File: config.mk
export PLATFORM = sky130hd
export DESIGN_NAME = ws2812b_frame_scheduler
export DESIGN_NICKNAME = d
export VERILOG_FILES = /design/src/rtl/ws2812b_pkg.sv /design/src/rtl/ws2812b_tick_gen.sv /design/src/rtl/ws2812b_frame_scheduler.sv
export SDC_FILE = /design/constraint.sdc
export NUM_CORES = 1
export LEC_CHECK = 0
export CORE_ASPECT_RATIO = 1.2
export CORE_MARGIN = 8
export CORE_UTILIZATION = 59
export DETAILED_ROUTE_END_ITERATION = 16
export GPL_ROUTABILITY_DRIVEN = 0
export GPL_TIMING_DRIVEN = 1
export PLACE_DENSITY = 0.89
export SKIP_LAST_GASP = 1
export SYNTH_ARGS = -nofsm -noshare
export SYNTH_HDL_FRONTEND = slang
export SYNTH_SLANG_ARGS = --single-unit
export TNS_END_PERCENT = 5
File: constraint.sdc
create_clock -name clock -period 4.4 [get_ports clock]
set_clock_uncertainty 0.15 [all_clocks]
set_input_delay 0.44 -clock clock [delete_from_list [all_inputs] [get_ports clock]]
set_output_delay 0.44 -clock clock [all_outputs]
set_load 0.02 [all_outputs]
File: src/rtl/ws2812b_pkg.sv
// Shared types and constants for the ws2812b frame scheduler: GRB pixel format,
// stock colours and the scheduler FSM state encoding.
package ws2812b_pkg;

  localparam int unsigned PIXEL_W = 24;

  typedef logic [PIXEL_W-1:0] grb_t;

  // Pixel words are {G,R,B}.
  localparam grb_t COLOR_OFF   = 24'h000000;
  localparam grb_t COLOR_RED   = 24'h00FF00;
  localparam grb_t COLOR_GREEN = 24'hFF0000;
  localparam grb_t COLOR_BLUE  = 24'h0000FF;

  typedef enum logic [1:0] {
    ST_IDLE  = 2'd0,
    ST_LOAD  = 2'd1,
    ST_SEND  = 2'd2,
    ST_LATCH = 2'd3
  } sched_state_e;

endpackage

File: src/rtl/ws2812b_tick_gen.sv
// Terminal-count pulse generator: counts 0..terminal, pulses tick on the last
// count and wraps to 0; clear restarts the count from 0.
module ws2812b_tick_gen #(
  parameter int unsigned W = 8
) (
  input  logic         clock,
  input  logic         reset_n,
  input  logic         clear,
  input  logic [W-1:0] terminal,
  output logic         tick
);

  logic [W-1:0] cnt_q;
  logic [W-1:0] cnt_d;

  // NOTE: next-state is computed with blocking '=' in always_comb, with every
  // output given a default first so no latch can be inferred.
  always_comb begin
    tick  = (cnt_q == terminal);
    cnt_d = cnt_q + W'(1);
    if (clear || tick) begin
      cnt_d = '0;
    end
  end

  // NOTE: flops are written only with non-blocking '<=' so every register
  // samples the pre-edge value of its neighbours.
  always_ff @(posedge clock or negedge reset_n) begin
    if (!reset_n) begin
      cnt_q <= '0;
    end else begin
      cnt_q <= cnt_d;
    end
  end

endmodule

File: src/rtl/ws2812b_frame_scheduler.sv
// Frame scheduler for a ws2812b strip: double-buffered pixel store plus a
// periodic LOAD/SEND/LATCH sequence that gates the serializer enable.
module ws2812b_frame_scheduler
  import ws2812b_pkg::*;
#(
  parameter int unsigned NUM_LEDS     = 8,
  parameter int unsigned ADDR_W       = 3,
  parameter int unsigned FRAME_TICKS  = 25000000,
  parameter int unsigned LATCH_TICKS  = 14000,
  parameter int unsigned SEND_TIMEOUT = 1000000
) (
  input  logic                        clock,
  input  logic                        reset_n,
  input  logic                        wr_en,
  input  logic [ADDR_W-1:0]           wr_addr,
  input  logic [PIXEL_W-1:0]          wr_data,
  input  logic                        commit,
  output logic                        commit_pending,
  output logic [PIXEL_W*NUM_LEDS-1:0] pixels,
  output logic                        drv_enable,
  input  logic                        drv_done,
  output logic                        busy,
  output logic [15:0]                 frame_count,
  output logic                        timeout_err
);

  localparam int unsigned LATCH_EFF = (LATCH_TICKS == 0) ? 1 : LATCH_TICKS;
  localparam int unsigned PHASE_MAX = (SEND_TIMEOUT > LATCH_EFF) ? SEND_TIMEOUT : LATCH_EFF;
  localparam int unsigned PHASE_W   = $clog2(PHASE_MAX + 1);
  localparam int unsigned FRAME_W   = $clog2(FRAME_TICKS);

  localparam logic [FRAME_W-1:0] FRAME_TERM = FRAME_W'(FRAME_TICKS - 1);
  // SEND lets the enable stay high for SEND_TIMEOUT clocks before aborting.
  localparam logic [PHASE_W-1:0] SEND_TERM  = PHASE_W'(SEND_TIMEOUT);
  localparam logic [PHASE_W-1:0] LATCH_TERM = PHASE_W'(LATCH_EFF - 1);

  sched_state_e state_q, state_d;
  grb_t         shadow_q [NUM_LEDS];
  grb_t         shadow_d [NUM_LEDS];
  grb_t         active_q [NUM_LEDS];
  grb_t         active_d [NUM_LEDS];
  logic         commit_pending_q, commit_pending_d;
  logic         drv_enable_q, drv_enable_d;
  logic [15:0]  frame_count_q, frame_count_d;
  logic         timeout_err_q, timeout_err_d;

  logic               frame_tick;
  logic               phase_tick;
  logic               phase_clear;
  logic [PHASE_W-1:0] phase_term;

  ws2812b_tick_gen #(.W(FRAME_W)) u_frame_tick (
    .clock    (clock),
    .reset_n  (reset_n),
    .clear    (1'b0),
    .terminal (FRAME_TERM),
    .tick     (frame_tick)
  );

  // Shared by SEND (timeout) and LATCH (gap); restarted on every state change.
  ws2812b_tick_gen #(.W(PHASE_W)) u_phase_tick (
    .clock    (clock),
    .reset_n  (reset_n),
    .clear    (phase_clear),
    .terminal (phase_term),
    .tick     (phase_tick)
  );

  assign phase_term  = (state_q == ST_SEND) ? SEND_TERM : LATCH_TERM;
  assign phase_clear = ((state_q != ST_SEND) && (state_q != ST_LATCH)) || (state_d != state_q);

  always_comb begin
    shadow_d = shadow_q;
    if (wr_en && (32'(wr_addr) < NUM_LEDS)) begin
      shadow_d[wr_addr] = wr_data;
    end
  end

  always_comb begin
    state_d          = state_q;
    active_d         = active_q;
    commit_pending_d = commit_pending_q;
    drv_enable_d     = 1'b0;
    frame_count_d    = frame_count_q;
    timeout_err_d    = timeout_err_q;

    case (state_q)
      ST_IDLE: begin
        if (frame_tick) state_d = ST_LOAD;
      end
      ST_LOAD: begin
        // Copy sees the pre-edge shadow, so a same-cycle write waits a frame.
        if (commit_pending_q) begin
          active_d         = shadow_q;
          commit_pending_d = 1'b0;
        end
        state_d = ST_SEND;
      end
      ST_SEND: begin
        if (drv_done) begin
          state_d       = ST_LATCH;
          frame_count_d = frame_count_q + 16'd1;
        end else if (phase_tick) begin
          state_d       = ST_LATCH;
          timeout_err_d = 1'b1;
        end else begin
          drv_enable_d = 1'b1;
        end
      end
      ST_LATCH: begin
        if (phase_tick) state_d = ST_IDLE;
      end
      default: state_d = ST_IDLE;
    endcase

    // A commit landing on the LOAD cycle re-arms after the copy clears it.
    if (commit) commit_pending_d = 1'b1;
  end

  always_ff @(posedge clock or negedge reset_n) begin
    if (!reset_n) begin
      state_q          <= ST_IDLE;
      // NOTE: the banks are small flop arrays rather than RAM, so they take the
      // async reset and the strip is guaranteed dark after reset_n.
      shadow_q         <= '{default: COLOR_OFF};
      active_q         <= '{default: COLOR_OFF};
      commit_pending_q <= 1'b0;
      drv_enable_q     <= 1'b0;
      frame_count_q    <= '0;
      timeout_err_q    <= 1'b0;
    end else begin
      state_q          <= state_d;
      shadow_q         <= shadow_d;
      active_q         <= active_d;
      commit_pending_q <= commit_pending_d;
      drv_enable_q     <= drv_enable_d;
      frame_count_q    <= frame_count_d;
      timeout_err_q    <= timeout_err_d;
    end
  end

  always_comb begin
    pixels = '0;
    for (int i = 0; i < NUM_LEDS; i++) begin
      pixels[PIXEL_W*(NUM_LEDS-i)-1 -: PIXEL_W] = active_q[i];
    end
  end

  assign commit_pending = commit_pending_q;
  assign drv_enable     = drv_enable_q;
  assign busy           = (state_q != ST_IDLE);
  assign frame_count    = frame_count_q;
  assign timeout_err    = timeout_err_q;

endmodule

; After elaboration in Yosys (flattened, before gate mapping)
; Index checks and enable logic that the tools add are counted.
[totals]
out_inout_bits = 212
word_cells = 64
regBits = 450
input_bits = 32
[op_classes]
addsub = 3
reduce_logical = 10
muxes = 16
bitwise_logic = 2
n_eq_ne = 8
order_cmp = 2
[ops]
columns = op, n
row1 = 192-bit bitwise mux, 1
row2 = 24-bit demux with 3-bit select, 1
row3 = 20-bit two-way mux, 2
row4 = 25-bit by 1-bit adder with 25-bit output (second input constant), 1
row5 = 25-bit equality test (second input constant), 1
row6 = 25-bit two-way mux, 1
row7 = 24-bit two-way mux, 1
row8 = 20-bit by 1-bit adder with 20-bit output (second input constant), 1
row9 = 20-bit equality test, 1
row10 = 16-bit by 1-bit adder with 16-bit output (second input constant), 1
row11 = 2-bit two-way mux, 4
row12 = 2-bit one-hot mux with 4 select lines, 1
row13 = 1-bit two-way mux, 5
row14 = 2-bit equality test (second input constant), 2
row15 = 4-bit >= comparator (second input constant), 1
row16 = 4-bit by 1-bit less-than comparator with 1-bit output (second input constant), 1
row17 = 2-bit != test (second input constant), 2
row18 = 3-bit inverter with 4-bit output, 1
row19 = 2-bit AND reduction, 2
row20 = 2-bit nonzero test, 2
row21 = 3-bit AND reduction, 1
row22 = 2-bit by 1-bit equality test with 1-bit output (second input constant), 1
row23 = 1-bit logical AND, 2
row24 = 2-bit zero test, 1
row25 = 3 further kinds, 4

; Depth between registers and ports, before layout
; Gate-level depths: netlist of run 1.
[depth]
word_depth = 10
ltp_mapped = 6
depth_no_buf = 5

; By module
; Synthesis of run 1 repeated with hierarchy kept, for this count alone.
[hier_totals]
hier_cells = 1220
hier_area_um2 = 18413.9
[modules_own_cells]
columns = mod, cells_per_inst, area_each_um2, instances, seq_area_each_um2
row1 = ws2812b_frame_scheduler, 900, 15253.4, 1, 10134.7
row2 = ws2812b_tick_gen at u_frame_tick, 176, 1726.7, 1, 625.6
row3 = ws2812b_tick_gen at u_phase_tick, 144, 1433.9, 1, 500.5

; Least setup slack after synthesis of run 1
; OpenSTA, ideal clock, no wires.
[synth_timing]
path_kind = reg-to-reg
start = register u_phase_tick.cnt_q[16]
end = register u_phase_tick.cnt_q[10]
path_slack_ns = 2.165
setup_time_ns = 0.136
stages_incl_launch_ff = 6
synth_period_minus_slack_ns = 2.235
n_path_buf = 1
required_time_ns = 4.114
arrival_ns = 1.948
cell_sequence = dfrtp_1 > or4b_1 > or3_4 > a2111oi_4 > buf_6 > nor3_1
[synth_between]
elab_chain_len = 8
elab_cells_between_ends = 9
classes_between = 2 x eq/ne / 5 x mux / 2 x reduce/logical
[synth_rtl]
columns = element, line
row1 = from (decl), ws2812b_tick_gen.sv:13  ; logic [W-1:0] cnt_q;
row2 = from (signal assigned), ws2812b_tick_gen.sv:32  ; cnt_q <= cnt_d;
row3 = 20-bit equality test (*), ws2812b_tick_gen.sv:19  ; tick = (cnt_q == terminal);
row4 = 2-bit two-way mux, ws2812b_frame_scheduler.sv:103  ; end else if (phase_tick) begin
row5 = 2-bit two-way mux, ws2812b_frame_scheduler.sv:100  ; if (drv_done) begin
row6 = 2-bit one-hot mux with 4 select lines, ws2812b_frame_scheduler.sv:87  ; case (state_q)
row7 = 2-bit != test, ws2812b_frame_scheduler.sv:70  ; assign phase_clear = ((state_q != ST_SEND) && (state_q != ST_LATCH)) || (state_d != state_q);
row8 = 1-bit logical OR, ws2812b_frame_scheduler.sv:70
row9 = 1-bit logical OR (*), ws2812b_tick_gen.sv:21  ; if (clear || tick) begin
row10 = 20-bit two-way mux (*), ws2812b_tick_gen.sv:21
row11 = named net u_phase_tick.cnt_d[10], ws2812b_tick_gen.sv:14  ; logic [W-1:0] cnt_d;
; The timed path passes the listed nets; every way through them passes the cells marked *.
; A chain may end at the register's enable or synchronous reset.

; Final worst setup path of run 1
[layout_timing]
start = register u_phase_tick.cnt_q[16]
end = register u_phase_tick.cnt_q[17]
[layout_between]
elab_chain_len = 8
elab_cells_between_ends = 10
classes_between = 1 x add/sub / 2 x eq/ne / 5 x mux / 2 x reduce/logical
[layout_rtl]
columns = element, line
row1 = 20-bit equality test, ws2812b_tick_gen.sv:19
row2 = 2-bit two-way mux, ws2812b_frame_scheduler.sv:103
row3 = 2-bit two-way mux, ws2812b_frame_scheduler.sv:100
row4 = 2-bit one-hot mux with 4 select lines, ws2812b_frame_scheduler.sv:87
row5 = 2-bit != test, ws2812b_frame_scheduler.sv:70
row6 = 1-bit logical OR, ws2812b_frame_scheduler.sv:70
row7 = 1-bit logical OR, ws2812b_tick_gen.sv:21
row8 = 20-bit two-way mux (*), ws2812b_tick_gen.sv:21
row9 = named net u_phase_tick.cnt_d[17], ws2812b_tick_gen.sv:14
; Marked as above.

==> results of run 1 <==
==> sequential cells by signal, summed over array words and instances (netlist names), 2 cells and up <==
register and count:
u_frame_tick.cnt_q 25, frame_count 16, u_phase_tick.cnt_q 20, state_q 2
shadow_q 192, pixels 192
==> cells by family after synthesis <==
group / share of synthesized area [%]
adders and majority gates: 0.215
DFF: 64.5
muxes: 25.0
xor gates and xnor gates: 2.01
and+or+nand+nor: 5.07
AOI/OAI and AO/OA: 1.66
buffers and inverters: 1.58
==> stage by stage <==
stage                     hold WS (ns)  std cells  util (%)  setup WS (ns)  total power (uW)
after floorplan               -0.00559       1146         -           2.17              5320
after CTS                        0.323       1820      74.1           1.77              9220
final                            0.323       1820      74.1           1.69              9140
after detailed placement         0.315       1747      69.5           1.42              5690
after global routing             0.351       1820      74.1           1.64              9500
after global placement           0.305       1747      69.5           1.44              5610
==> power groups by stage <==
stage	combinational [uW]	clock [uW]	sequential, uW
after floorplan	467	0	4850
after global placement	726	0	4880
after detailed placement	770	0	4920
after CTS	781	3580	4850
after global routing	843	3750	4910
final	766	3520	4850
==> layout make-up <==
cell class | count | area (um2)
clock inverter | 13 | 123
timing repair buffer | 267 | 2670
inverter | 14 | 52.6
tap | 390 | 488
clock buffer | 59 | 1220
fill | 1748 | 7590
sequential | 450 | 11300
multi-input combinational | 627 | 5950
==> final timing paths <==
kind                                             startpoint                               end  slack, ns
setup / recovery           u_phase_tick.cnt_q[16]$_DFF_PN0_  u_phase_tick.cnt_q[17]$_DFF_PN0_       1.69
hold / removal                  frame_count[15]$_DFFE_PN0P_       frame_count[15]$_DFFE_PN0P_       0.32
setup reg to reg           u_phase_tick.cnt_q[16]$_DFF_PN0_  u_phase_tick.cnt_q[17]$_DFF_PN0_       1.69
hold reg to reg                 frame_count[15]$_DFFE_PN0P_       frame_count[15]$_DFFE_PN0P_       0.32
max in group asynchronous                           reset_n           pixels[142]$_DFFE_PN0P_       2.70
min in group asynchronous                           reset_n          shadow_q[16]$_DFFE_PN0P_       0.42
==> worst max-delay path, stage by stage, from the launching register on <==
cell                        delay (ns)
sky130_fd_sc_hd__dfrtp_1          0.47
sky130_fd_sc_hd__or4b_1           0.53
sky130_fd_sc_hd__or3_4            0.36
sky130_fd_sc_hd__a2111oi_4        0.87
sky130_fd_sc_hd__a211oi_1         0.15
==> cell usage in the layout (no fill, tap or decap), drive strengths merged, types with 3 or more instances in the layout <==
cell type and instances:
a211oi 3, a21oi 10, a31o 4, and3 6, and4 5, buf 24
clkbuf 59, clkdlybuf4s50 242, clkinv 9, dfrtp 450, ha 3, inv 16
mux2 385, nand2 18, nand2b 3, nand3 21, nand4 17, nand4b 4
nor2 21, nor3 26, nor3b 4, nor4 7, o21ai 7, o31ai 6
or3 9, or4 5, xnor2 23, xor2 17
==> routing by layer <==
layer  vias up  share of wire [%]  GRT usage (%)  wire [um]
met1      5511                 40           28.1      16100
met5         -                  0              0          0
li1       4583                  -              -          -
met4         0                2.2           6.32        876
met2       304                 51           38.9      20300
met3        65                7.0           6.45       2790
==> impl_results.rst, run 1 <==
.. list-table::
   :header-rows: 1

   * - Metric
     - Value
   * - Ratio of cells with drive above 1 in the final layout
     - about a third
   * - Slew at the pin closest to its max-slew limit
     - approximately 0.99 ns
   * - Internal Dissipation
     - 7060 uW
   * - Leading register cell type out of synthesis
     - sky130_fd_sc_hd__dfrtp_1
   * - Asr flop ratio synth
     - 100%
   * - Wire per inst
     - 22.0 um
   * - Total Nets Final
     - 1437
   * - Clock buffers created by TritonCTS
     - between 40 and 50
   * - Largest area contributor in the synthesized netlist
     - sky130_fd_sc_hd__dfrtp_1
   * - Per-cell via count in the routed design
     - about 5.7
   * - Initial core utilization
     - 59.5%
   * - Finished layout cell area
     - 21800 um2
   * - Clk buf depth
     - 3
   * - Sink Count
     - 450
   * - Clock tree from TritonCTS
     - built
   * - Total of endpoints with negative setup slack in the final report
     - 0
   * - Path type of the worst setup path
     - reg2reg
   * - Post-synthesis register bit count
     - 450
   * - Part of the total power dissipated in combinational logic
     - under 10%
   * - Wire length of the first global-routing pass
     - 64700 um
   * - Switching Fraction
     - ~23%
   * - Number of cells traversed by the worst hold path
     - 1
   * - Number of antenna cells inserted
     - 0
   * - Setup bufs post-CTS
     - 0
   * - Number of ports placed on the die boundary
     - 244
   * - Most repeated cell in the gate-level netlist after synthesis
     - sky130_fd_sc_hd__dfrtp_1
   * - Share of power burned in registers
     - 53.1%
   * - Via count of the first global-routing pass
     - 11400
   * - Max Freq
     - 0.369 GHz
   * - Wire length reported by the detailed router
     - 40000 um
   * - Top-area cell type share of the netlist area
     - between 60 and 70%
   * - Maximum number of pins on one net before global-route repair
     - 113
   * - Number of flops mapped to enable cells by yosys
     - 0
   * - Worst Hold Class
     - reg2reg
   * - Post-detailed-route count of antenna-violating nets
     - 0
   * - Minimum clock period after layout
     - around 2.7 ns
   * - Final hold violation count
     - 0
   * - Iteration-0 DRC count of the detailed router
     - 759
   * - Synth Instances
     - about 1100
   * - DIE HEIGHT
     - 204 um
   * - Site row count
     - 69
   * - Die area
     - 35400 um2
   * - Drt pass-1 iters
     - 4
   * - Crit-path max FO
     - 16
   * - Mapped Area
     - 17500 um2
   * - Net count after synthesis
     - about 1200
   * - I/O Buffers
     - 243
   * - Static power due to leakage
     - roughly 0.01 uW
   * - Ranking of synthesized cells by area
     - sky130_fd_sc_hd__dfrtp_1 (65%), sky130_fd_sc_hd__mux2_2 (25%), sky130_fd_sc_hd__xnor2_1 (1.2%), sky130_fd_sc_hd__clkbuf_1 (1.0%), sky130_fd_sc_hd__xor2_1 (0.85%)
   * - Data required, critical path
     - 4.59 ns
   * - Total via count in the routed design
     - roughly 10000
   * - Antenna violations before repair
     - 0
   * - RSZ-0062 raised after global routing
     - false
   * - Final worst-path cycle share
     - 61.6%
   * - Number of gates resized after cts
     - 0
   * - Worst supply voltage drop on vdd
     - 0.000345 V
   * - Count of synthesis-stage warnings from yosys
     - 0
   * - Area growth syn-to-layout
     - 24.7%
   * - Mean instance size in the synthesized netlist
     - 15.2 um2
   * - Placed instance area
     - between 20000 and 25000 um2
   * - DRC violation count after routing
     - 0
   * - Number of cells on the worst reg-to-reg path
     - 4
   * - Power density relative to cell area
     - 420 nW/um2
   * - Switching Power
     - 2090 uW
   * - Critical Path Sink Type
     - flop
   * - Final Max Tran Viols
     - 0
   * - Slew Limit Headroom
     - ~34%
   * - Outcome
     - complete, no violations
   * - TNS Setup
     - 0 ns
   * - Chip width
     - 173 um
   * - Area inside the core boundary
     - 29400 um2
   * - Worst endpoint data arrival time
     - 2.90 ns
   * - Commonest cells in the synthesized netlist
     - sky130_fd_sc_hd__dfrtp_1 (450), sky130_fd_sc_hd__mux2_2 (385), sky130_fd_sc_hd__clkbuf_1 (47)
   * - Sequential share of the synthesized area
     - 64.5%
   * - Congestion Overflow GR
     - 0
   * - Number of distinct library cells after synthesis
     - 45
   * - Clock latency of the later-clocked register in the worst-skew pair
     - approximately 0.52 ns
   * - Half-perimeter wire length after placement
     - between 20000 and 30000 um
   * - Global-route usage over all layers
     - a little under a quarter
   * - H-tree depth
     - 2
   * - Clock Tree Root
     - sky130_fd_sc_hd__clkbuf_16
   * - Max capacitance violation total
     - 0
   * - Clock-pin transition on the worst setup and hold timing paths
     - 0.06 ns
   * - Worst Setup Start Kind
     - flop
   * - Fraction of power consumed by the clock network
     - around two fifths
   * - Count of hold-fix buffers inserted at cts
     - 1
No activity file was read; power rests on OpenSTA's default activity.
==> run 2, diff against run 1 <==
--- a/config.mk
+++ b/config.mk
@@ -7,11 +7,11 @@
 export LEC_CHECK = 0
 export CORE_ASPECT_RATIO = 1.2
 export CORE_MARGIN = 8
-export CORE_UTILIZATION = 59
+export CORE_UTILIZATION = 49
 export DETAILED_ROUTE_END_ITERATION = 16
 export GPL_ROUTABILITY_DRIVEN = 0
 export GPL_TIMING_DRIVEN = 1
-export PLACE_DENSITY = 0.89
+export PLACE_DENSITY = 0.8
 export SKIP_LAST_GASP = 1
 export SYNTH_ARGS = -nofsm -noshare
 export SYNTH_HDL_FRONTEND = slang
==> constraint.sdc (replaced) <==
create_clock -name clock -period 2.2 [get_ports clock]
set_clock_uncertainty 0.15 [all_clocks]
set_input_delay 0.22 -clock clock [delete_from_list [all_inputs] [get_ports clock]]
set_output_delay 0.22 -clock clock [all_outputs]
set_load 0.02 [all_outputs]
==> impl_results.rst, run 2 (synthesis results as in run 1) <==
.. list-table::
   :header-rows: 1

   * - Metric
     - Value
   * - Total Nets Final
     - 1463 (+1.8%)
   * - Number of ports placed on the die boundary
     - 244 (unchanged)
   * - Wire per inst
     - 21.0 um (-4.5%)
   * - Max capacitance violation total
     - 0 (unchanged)
   * - Critical Path Sink Type
     - flop
   * - Via count of the first global-routing pass
     - 11300 (-0.98%)
   * - Data required, critical path
     - 2.44 ns (-2.15 ns)
   * - Antenna violations before repair
     - 1 (+1)
   * - Wire length of the first global-routing pass
     - 65100 um (+0.68%)
   * - Die area
     - 41900 um2 (+19%)
   * - Maximum number of pins on one net before global-route repair
     - 62 (-45%)
   * - Static power due to leakage
     - 0.0102 uW (+2.8%)
   * - Clock-pin transition on the worst setup and hold timing paths
     - 0.06 ns (about the same)
   * - Final worst-path cycle share
     - 99.4% (+38 points)
   * - Max Freq
     - 0.457 GHz (+24%)
   * - Wire length reported by the detailed router
     - 40400 um (+0.96%)
   * - Total area of multi-input combinational cells
     - 5950 um2 (unchanged)
   * - I/O Buffers
     - 243 (unchanged)
   * - Minimum setup slack after placement
     - 0.0481 ns (-1.37 ns)
   * - Final hold violation count
     - 0 (unchanged)
   * - Minimum clock period after layout
     - 2.19 ns (-0.524 ns)
   * - Sink Count
     - 450 (unchanged)
   * - Most frequent standard cell in the layout excluding fill and tap cells
     - sky130_fd_sc_hd__dfrtp_1
   * - Clock buffers created by TritonCTS
     - 43 (+2.4%)
   * - Global-route usage over all layers
     - 19.3% (-3.4 points)
   * - Iteration-0 DRC count of the detailed router
     - 511 (-33%)
   * - End-of-flow core utilization
     - 64.1% (-10 points)
   * - Power density relative to cell area
     - 857 nW/um2 (+100%)
   * - Number of fillers in the final layout
     - 2477 (+42%)
   * - Area growth syn-to-layout
     - 28.5%
   * - Ratio of cells with drive above 1 in the final layout
     - 35.7% (+1.6 points)
   * - Clk buf depth
     - 3 (unchanged)
   * - Clock tree from TritonCTS
     - built
   * - Slew at the pin closest to its max-slew limit
     - 0.696 ns (-0.289 ns)
   * - Drt pass-1 iters
     - 4 (unchanged)
   * - Crit-path max FO
     - 8 (-8)
   * - Initial core utilization
     - 49.9% (-9.6 points)
   * - DRC violation count after routing
     - 0 (unchanged)
   * - Path type of the worst setup path
     - reg2reg
   * - Congestion Overflow GR
     - 0 (unchanged)
   * - Per-cell via count in the routed design
     - 5.44 (-5.4%)
   * - Area inside the core boundary
     - 35000 um2 (+19%)
   * - Least setup slack across all paths after layout
     - 0.0132 ns (-1.68 ns)
   * - Chip width
     - 188 um (+8.8%)
   * - Half-perimeter wire length after placement
     - 27300 um (+1.9%)
   * - Worst endpoint data arrival time
     - 2.42 ns (-0.48 ns)
   * - Setup bufs post-CTS
     - 0 (unchanged)
   * - Total of endpoints with negative setup slack in the final report
     - 0 (unchanged)
   * - Register area
     - 11300 um2 (about the same)
   * - Clock latency of the later-clocked register in the worst-skew pair
     - 0.55 ns (+0.03 ns)
   * - RSZ-0062 raised after global routing
     - true
   * - Number of antenna cells inserted
     - 0 (unchanged)
   * - Slew Limit Headroom
     - 53.5% (+19 points)
   * - Total via count in the routed design
     - 10500 (+0.067%)
   * - Site row count
     - 75 (+8.7%)
   * - Clock Tree Root
     - sky130_fd_sc_hd__clkbuf_16
   * - DIE HEIGHT
     - 223 um (+9.0%)
   * - Worst Hold Class
     - in2async
   * - Final Max Tran Viols
     - 0 (unchanged)
   * - Post-detailed-route count of antenna-violating nets
     - 0 (unchanged)
   * - Worst Setup Start Kind
     - flop
   * - Outcome
     - complete, no violations
   * - Min Hold Slack
     - 0.0777 ns (-0.245 ns)
   * - H-tree depth
     - 2 (unchanged)
   * - Worst supply voltage drop on vdd
     - 0.000657 V (+90%)
   * - Highest-count cells in the layout ignoring fill and taps
     - sky130_fd_sc_hd__dfrtp_1 (449), sky130_fd_sc_hd__mux2_2 (385), sky130_fd_sc_hd__clkdlybuf4s50_1 (241)
[run 2: report_power, final]
group | switching (uW) | leakage [uW] | internal, uW | total, uW
clock network | 3110 | 0.000765 | 4850 | 7960
logic | 675 | 0.00364 | 895 | 1570
registers | 528 | 0.00583 | 9160 | 9690
total | 4310 | 0.0102 | 14900 | 19200
[run 2: layout make-up]
cell class | instances | area share [%]
clock inverters | 19 | 1.31
multi-input cells | 627 | 26.5
inverters | 14 | 0.234
repair buffers | 292 | 13.5
well taps | 462 | 2.58
flip-flops and latches | 450 | 50.2
clock buffers | 61 | 5.64
[run 2: routing by layer]
layer	GRT usage [%]	share of wire (%)	vias to the layer above
met3	5.73	7.3	71
met2	32.8	50	268
met4	6.01	2.6	0
li1	-	-	4653
met5	0	0	-
met1	23.4	40	5478
[run 2: path summary, 6_finish.rpt]
check / from / end / slack, ns / cells past startpoint
worst min register to register: u_frame_tick.cnt_q[4]$_DFF_PN0_ / u_frame_tick.cnt_q[4]$_DFF_PN0_ / 0.32 / 1
min in group clock: commit / commit_pending$_DFFE_PN0P_ / 0.10 / 2
worst min-delay path: reset_n / pixels[17]$_DFFE_PN0P_ / 0.08 / 2
max in group asynchronous: reset_n / pixels[31]$_DFFE_PN0P_ / 1.09 / 3
worst max-delay path: u_phase_tick.cnt_q[16]$_DFF_PN0_ / u_phase_tick.cnt_q[12]$_DFF_PN0_ / 0.01 / 5
worst max register to register: u_phase_tick.cnt_q[16]$_DFF_PN0_ / u_phase_tick.cnt_q[12]$_DFF_PN0_ / 0.01 / 5
[run 2: what timing repair did]
item                                    4_1_cts  5_1_grt
gates cloned                                  0        0
pin swaps                                     0        0
resized for setup                             2        0
endpoints found under the setup margin        1       16
hold buffers                                  1        0
endpoints found under the hold margin       428        0
[run 2: through the flow]
stage | std cells | cell area, um2 | TNS, ns | power [uW]
after global placement | 1844 | 20900 | 0 | 11300
after CTS | 1925 | 22400 | 0 | 19400
after global routing | 1925 | 22400 | -0.271 | 20000
after floorplan | 1146 | 17500 | -0.337 | 10600
final | 1925 | 22400 | 0 | 19200
after detailed placement | 1844 | 20900 | 0 | 11400
[run 2: worst max-delay path: stages, from the launching register on]
cell and delay (ns):
sky130_fd_sc_hd__dfrtp_1 0.39, sky130_fd_sc_hd__or4b_1 0.53, sky130_fd_sc_hd__or3_4 0.36, sky130_fd_sc_hd__a2111oi_4 0.32, sky130_fd_sc_hd__buf_4 0.22, sky130_fd_sc_hd__nor3_1 0.07
==> run 3, diff against run 2 <==
--- a/config.mk
+++ b/config.mk
@@ -9,9 +9,8 @@
 export CORE_MARGIN = 8
 export CORE_UTILIZATION = 49
 export DETAILED_ROUTE_END_ITERATION = 16
-export GPL_ROUTABILITY_DRIVEN = 0
 export GPL_TIMING_DRIVEN = 1
-export PLACE_DENSITY = 0.8
+export PLACE_DENSITY = 0.76
 export SKIP_LAST_GASP = 1
 export SYNTH_ARGS = -nofsm -noshare
 export SYNTH_HDL_FRONTEND = slang
==> impl_results.rst, run 3 (synthesis results as in run 1) <==
.. list-table::
   :header-rows: 1

   * - Metric
     - Value
   * - Path type of the worst setup path
     - reg2reg
   * - Number of ports placed on the die boundary
     - 244 (unchanged)
   * - I/O Buffers
     - 243 (unchanged)
   * - Worst supply voltage drop on vdd
     - 0.000700 V (+6.7%)
   * - Routability congestion estimate from global placement
     - 0.824
   * - Maximum cell stage delay along the critical path
     - 0.50 ns (-0.03 ns)
   * - Site row count
     - 75 (unchanged)
   * - Worst endpoint data arrival time
     - 2.44 ns (+0.02 ns)
   * - Most frequent standard cell in the layout excluding fill and tap cells
     - sky130_fd_sc_hd__dfrtp_1
   * - Ratio of cells with drive above 1 in the final layout
     - 35.6% (-0.049 points)
   * - Final worst-path cycle share
     - 101% (+1.2 points)
   * - Initial core utilization
     - 49.9% (unchanged)
   * - Crit path buf inv count
     - 1 (unchanged)
   * - Per-cell via count in the routed design
     - 5.38 (-1.0%)
   * - Cell with the biggest individual delay on the critical path
     - sky130_fd_sc_hd__or4b_1
   * - Clock Tree Root
     - sky130_fd_sc_hd__clkbuf_16
   * - Cell family with the largest share of critical-path delay
     - simple AND/OR/NAND/NOR gates
   * - Total Nets Final
     - 1465 (+0.14%)
   * - Static power due to leakage
     - 0.0102 uW (about the same)
   * - Cell Chain, Critical Path
     - or4b_1, or3_4, a2111oi_4, buf_4, nor3_1
   * - Number of antenna cells inserted
     - 0 (unchanged)
   * - Least setup slack across all paths after layout
     - -0.0122 ns (-0.0253 ns)
   * - Via count of the first global-routing pass
     - 11400 (+0.62%)
   * - H-tree depth
     - 2 (unchanged)
   * - Congestion Overflow GR
     - 0 (unchanged)
   * - Clock latency of the later-clocked register in the worst-skew pair
     - 0.54 ns (about the same)
   * - Clock tree from TritonCTS
     - built
   * - Max capacitance violation total
     - 0 (unchanged)
   * - Data required, critical path
     - 2.43 ns (about the same)
   * - Failing checks
     - negative setup slack
   * - DIE HEIGHT
     - 223 um (unchanged)
   * - Min Hold Slack
     - 0.0623 ns (-0.0155 ns)
   * - Total via count in the routed design
     - 10400 (-0.91%)
   * - Slew at the pin closest to its max-slew limit
     - 0.679 ns (-0.0176 ns)
   * - Cell total after placement
     - 1844 (unchanged)
   * - Area inside the core boundary
     - 35000 um2 (unchanged)
   * - TNS Setup
     - -0.0262 ns (-0.0262 ns)
   * - Post-detailed-route count of antenna-violating nets
     - 0 (unchanged)
   * - Worst Setup Start Kind
     - flop
   * - Final hold violation count
     - 0 (unchanged)
   * - RSZ-0062 raised after global routing
     - true
   * - Worst Hold Class
     - in2async
   * - Clk buf depth
     - 3 (unchanged)
   * - Die area
     - 41900 um2 (unchanged)
   * - Half-perimeter wire length after placement
     - 26800 um (-1.9%)
   * - Post-route insts no fill
     - 1927 (+0.10%)
   * - Wire length of the first global-routing pass
     - 64400 um (-1.1%)
   * - Clock buffers created by TritonCTS
     - 45 (+4.7%)
   * - Max Freq
     - 0.452 GHz (-1.1%)
   * - Final Max Tran Viols
     - 0 (unchanged)
   * - Sink Count
     - 450 (unchanged)
   * - Minimum clock period after layout
     - 2.21 ns (+0.0253 ns)
   * - Drt pass-1 iters
     - 4 (unchanged)
   * - Total of endpoints with negative setup slack in the final report
     - 4 (+4)
   * - Wire length reported by the detailed router
     - 40000 um (-0.97%)
   * - Global-route usage over all layers
     - 19.1% (-0.24 points)
   * - Critical Path Sink Type
     - flop
   * - Crit-path max FO
     - 7 (-1)
   * - Maximum number of pins on one net before global-route repair
     - 83 (+34%)
   * - Chip width
     - 188 um (unchanged)
   * - Power density relative to cell area
     - 850 nW/um2 (-0.84%)
   * - Antenna violations before repair
     - 1 (unchanged)
   * - Clock-pin transition on the worst setup and hold timing paths
     - 0.06 ns (about the same)
   * - Area growth syn-to-layout
     - 28.4% (about the same)
   * - Outcome
     - finished with violations
   * - Slew Limit Headroom
     - 54.6% (+1.2 points)
   * - DRC violation count after routing
     - 0 (unchanged)
   * - Wire per inst
     - 20.8 um (-1.1%)
   * - Iteration-0 DRC count of the detailed router
     - 559 (+9.4%)
   * - Highest-count cells in the layout ignoring fill and taps
     - sky130_fd_sc_hd__dfrtp_1 (450), sky130_fd_sc_hd__mux2_2 (385), sky130_fd_sc_hd__clkdlybuf4s50_1 (241)
## run 3: changes by cell type in the layout (fill, tap and decap cells not counted), sizes merged
cell and change:
dlygate4sd2 -1, clkbuf +10, clkinv -3, clkinvlp -1, bufinv -4, dlymetal6s2s +1
## run 3: final cells by class
cell class                      count  area (um2)
Fill cell                        2565       12600
Sequential cell                   450       11300
Multi-Input combinational cell    627        5950
Timing Repair Buffer              292        3030
Clock buffer                       71        1400
Tap cell                          462         578
Clock inverter                     11         144
Inverter                           14        52.6
## run 3: where the power goes
part	switching [uW]	leakage, uW	total [uW]	internal [uW]
Clock	3100	0.000765	7830	4730
Combinational	667	0.00364	1570	901
Sequential	494	0.00583	9660	9160
Total	4260	0.0102	19100	14800
## run 3: path summary, 6_finish.rpt
kind	slack, ns	cells past startpoint	start	end
hold reg to reg	0.31	1	frame_count[15]$_DFFE_PN0P_	frame_count[15]$_DFFE_PN0P_
max in group asynchronous	1.01	4	reset_n	shadow_q[165]$_DFFE_PN0P_
setup reg to reg	-0.01	5	u_phase_tick.cnt_q[17]$_DFF_PN0_	u_phase_tick.cnt_q[2]$_DFF_PN0_
setup / recovery	-0.01	5	u_phase_tick.cnt_q[17]$_DFF_PN0_	u_phase_tick.cnt_q[2]$_DFF_PN0_
hold / removal	0.06	2	reset_n	shadow_q[16]$_DFFE_PN0P_
min in group clock	0.10	2	commit	commit_pending$_DFFE_PN0P_
## run 3: repair_timing
item | 4_1_cts | 5_1_grt
setup buffers | 0 | 0
hold buffers | 1 | 0
setup endpoints to repair | 9 | 22
resized for setup | 0 | 2
endpoints found under the hold margin | 387 | 0
## run 3: per-layer routing
layer | vias up | GRT usage, % | share of wire (%)
li1 | 4665 | - | -
met1 | 5336 | 23.6 | 42
met2 | 300 | 31.7 | 48
met3 | 72 | 5.28 | 6.7
met4 | 2 | 6.92 | 3.1
met5 | - | 0 | 0.025
## run 3: through the flow
step	worst slack [ns]	cell area (um2)	util, %	total power (uW)
floorplan	-0.0345	17500	-	10600
global placement	0.0330	20900	59.6	11300
detailed placement	-0.00340	20900	59.6	11400
CTS	-0.0188	22400	64.0	19300
global route	-0.0843	22400	64.0	19900
finish	-0.0122	22400	64.0	19100
==> edit (flow settings as in run 2) <==
Register the input `wr_data` before use. The logic sees it one clock later. The other inputs are not delayed to match.
--- a/src/rtl/ws2812b_frame_scheduler.sv
+++ b/src/rtl/ws2812b_frame_scheduler.sv
@@ -35,2 +35,8 @@
   localparam logic [PHASE_W-1:0] LATCH_TERM = PHASE_W'(LATCH_EFF - 1);
+
+  logic [PIXEL_W-1:0] wr_data_q;
+
+  always_ff @(posedge clock) begin
+    wr_data_q <= wr_data;
+  end
 
@@ -74,3 +80,3 @@
     if (wr_en && (32'(wr_addr) < NUM_LEDS)) begin
-      shadow_d[wr_addr] = wr_data;
+      shadow_d[wr_addr] = wr_data_q;
     end
Formal check against the unedited RTL: same outputs for any inputs over 10 cycles, from zero or initial values and one cycle with reset_n low; that may be too few to reach the edited logic, so the function may still have changed.
==> edit against run 2 <==
First-iteration DRC count down 5.1%; die area up 2.5%; core utilization decreased by 0.11 points; worst setup slack improved by 18 ps; total power decreased by 0.30%; sequential cell count is 24 higher; area after synthesis is 2.8% higher; via count is 3.2% higher; routed wire length is 3.5% higher; design area grew 2.8%; critical path type unchanged; critical endpoint is now u_phase_tick.cnt_q[19]$_DFF_PN0_.
==> edit: results (changes against run 2) <==
[metrics] Tightest Pin Transition: 730 ps (+34.0 ps)
[metrics] global routing usage summed across all routing layers: 0.193 (about the same)
[metrics] fraction of layout cells with a size suffix above 1: 0.343 (-0.0136)
[metrics] number of port buffers: 243 (unchanged)
[metrics] maximum number of pins on one net before global-route repair: 73 (+18%)
[metrics] Critical Path Fanout Max: 16 (+8)
[metrics] final core occ: 0.639 (-0.00111)
[metrics] placed cell count: 1,872 (+1.5%)
[metrics] cells taking the most area after synthesis: dfrtp_1 63%, mux2_2 24%, dfxtp_1 2.7%
[metrics] sum of routed wire segments on met1: 17,700 µm (+9.4%)
[metrics] post-synthesis sequential area ratio: 0.655 (+0.00951)
[metrics] VDD IR max: 0.682 mV (+3.8%)
[metrics] Inserted Clock Buffers: 46 (+7.0%)
[metrics] Int Power: 14.8 mW (-0.96%)
[metrics] Filler Cells Inserted: 2,565 (+3.6%)
[metrics] number of nets at the end of the flow: 1,512 (+3.3%)
[metrics] detailed route wirelength on metal2: 20,800 µm (+2.9%)
[metrics] number of antenna violations at the first check in global routing: 0 (-1)
[metrics] asr flop ratio synth: 0.949 (-0.0506)
[metrics] largest incremental delay on the critical path: 510 ps (-20 ps)
[metrics] outcome: complete, no violations
[metrics] setup slack at placement: 53.0 ps (+4.90 ps)
[metrics] met2 demand-to-capacity share in global routing: 0.321 (-0.00686)
[metrics] endpoint arrival time on the critical path: 2410 ps
[metrics] yosys synthesis warning count: 0 (unchanged)
[metrics] vias after detailed routing: 10.8k (+3.2%)
[metrics] total global routing overflow: 0 (unchanged)
[metrics] count of routing violations after the opening detailed-route iteration: 485 (-5.1%)
[metrics] CP top delay family: simple AND/OR/NAND/NOR gates
[metrics] leakage component of the power: 10.5 nW (+2.7%)
[metrics] worst min-delay path class: in2async
[metrics] Cell Area, Placed: 0.0213 mm² (+2.3%)
[metrics] list of most frequent post-synthesis cells: 450 x dfrtp_1, 385 x mux2_2, 47 x clkbuf_1, 26 x nor3_1, 24 x dfxtp_1
[metrics] horizontal die dimension: 191 µm (+1.3%)
[metrics] HPWL reported at the end of detailed placement: 27,500 µm (+1.0%)
[metrics] count of unique library cells instantiated by Yosys: 46 (+2.2%)
[metrics] met3 wire length: 2480 µm (-16%)
[metrics] post-synthesis area per instance: 15.3 µm² (+0.65%)
[metrics] Syn Nets: 1,205 (+2.0%)
[metrics] vias in the first global route: 11.5k (+1.7%)
[metrics] H-tree depth: 2 (unchanged)
[metrics] Post CTS Setup Buffer Count: 0 (unchanged)
[metrics] Slowest cell on crit path: or4b_1
[metrics] wire per inst: 21.1 µm (+0.48%)
[metrics] met1 usage: 0.252 (+0.0175)
[metrics] First-pass DRT Iterations: 5 (+1)
[metrics] met3 capacity usage during global routing: 0.0461 (-0.0112)
[metrics] cts repair resizes: 1 (-1)
[metrics] global-route wire length before repair: 65,900 µm (+1.3%)
[metrics] final cell count without fillers: 1,983 (+3.0%)
[metrics] Post-CTS Hold Fix Bufs: 25 (+24)
-- edit: cell types whose count changed after synthesis, sizes merged --
cell | run 2 | this run
dfxtp | 0 | 24
-- edit: power groups by stage --
stage / registers (mW) / clock network (mW) / logic (mW)
6_report: 10.1 / 7.62 / 1.40
5_1_grt: 10.3 / 8.16 / 1.54
4_1_cts: 10.1 / 7.81 / 1.43
3_5_place_dp: 10.3 / 0 / 1.38
3_3_place_gp: 10.2 / 0 / 1.30
2_1_floorplan: 10.1 / 0 / 0.906
-- edit: logic make-up after synthesis --
logic type,after synthesis,synth area share
muxes,387,0.243
and+or+nand+nor,157,0.0493
DFF,474,0.655
xor gates and xnor gates,40,0.0195
adders and majority gates,3,0.00209
buffers and inverters,69,0.0153
AOI/OAI and AO/OA,40,0.0161
-- edit: final cells by class --
cell class,instances,area share
clock buffer,65,0.0557
clock inverter,21,0.00793
inverter,14,0.00228
multi-input combinational,627,0.258
sequential,474,0.510
tap,468,0.0254
timing repair buffer,314,0.141
-- edit: final timing paths --
path                                                       start                               end  slack, ps  cells past startpoint
worst max-delay path            u_phase_tick.cnt_q[16]$_DFF_PN0_  u_phase_tick.cnt_q[19]$_DFF_PN0_         30                      5
worst min-delay path                                     reset_n   u_phase_tick.cnt_q[3]$_DFF_PN0_         40                      2
max in group asynchronous                                reset_n            pixels[38]$_DFFE_PN0P_       1060                      4
min in group clock                                        commit        commit_pending$_DFFE_PN0P_        100                      2
worst max register to register  u_phase_tick.cnt_q[16]$_DFF_PN0_  u_phase_tick.cnt_q[19]$_DFF_PN0_         30                      5
worst min register to register   u_frame_tick.cnt_q[4]$_DFF_PN0_   u_frame_tick.cnt_q[4]$_DFF_PN0_        320                      1
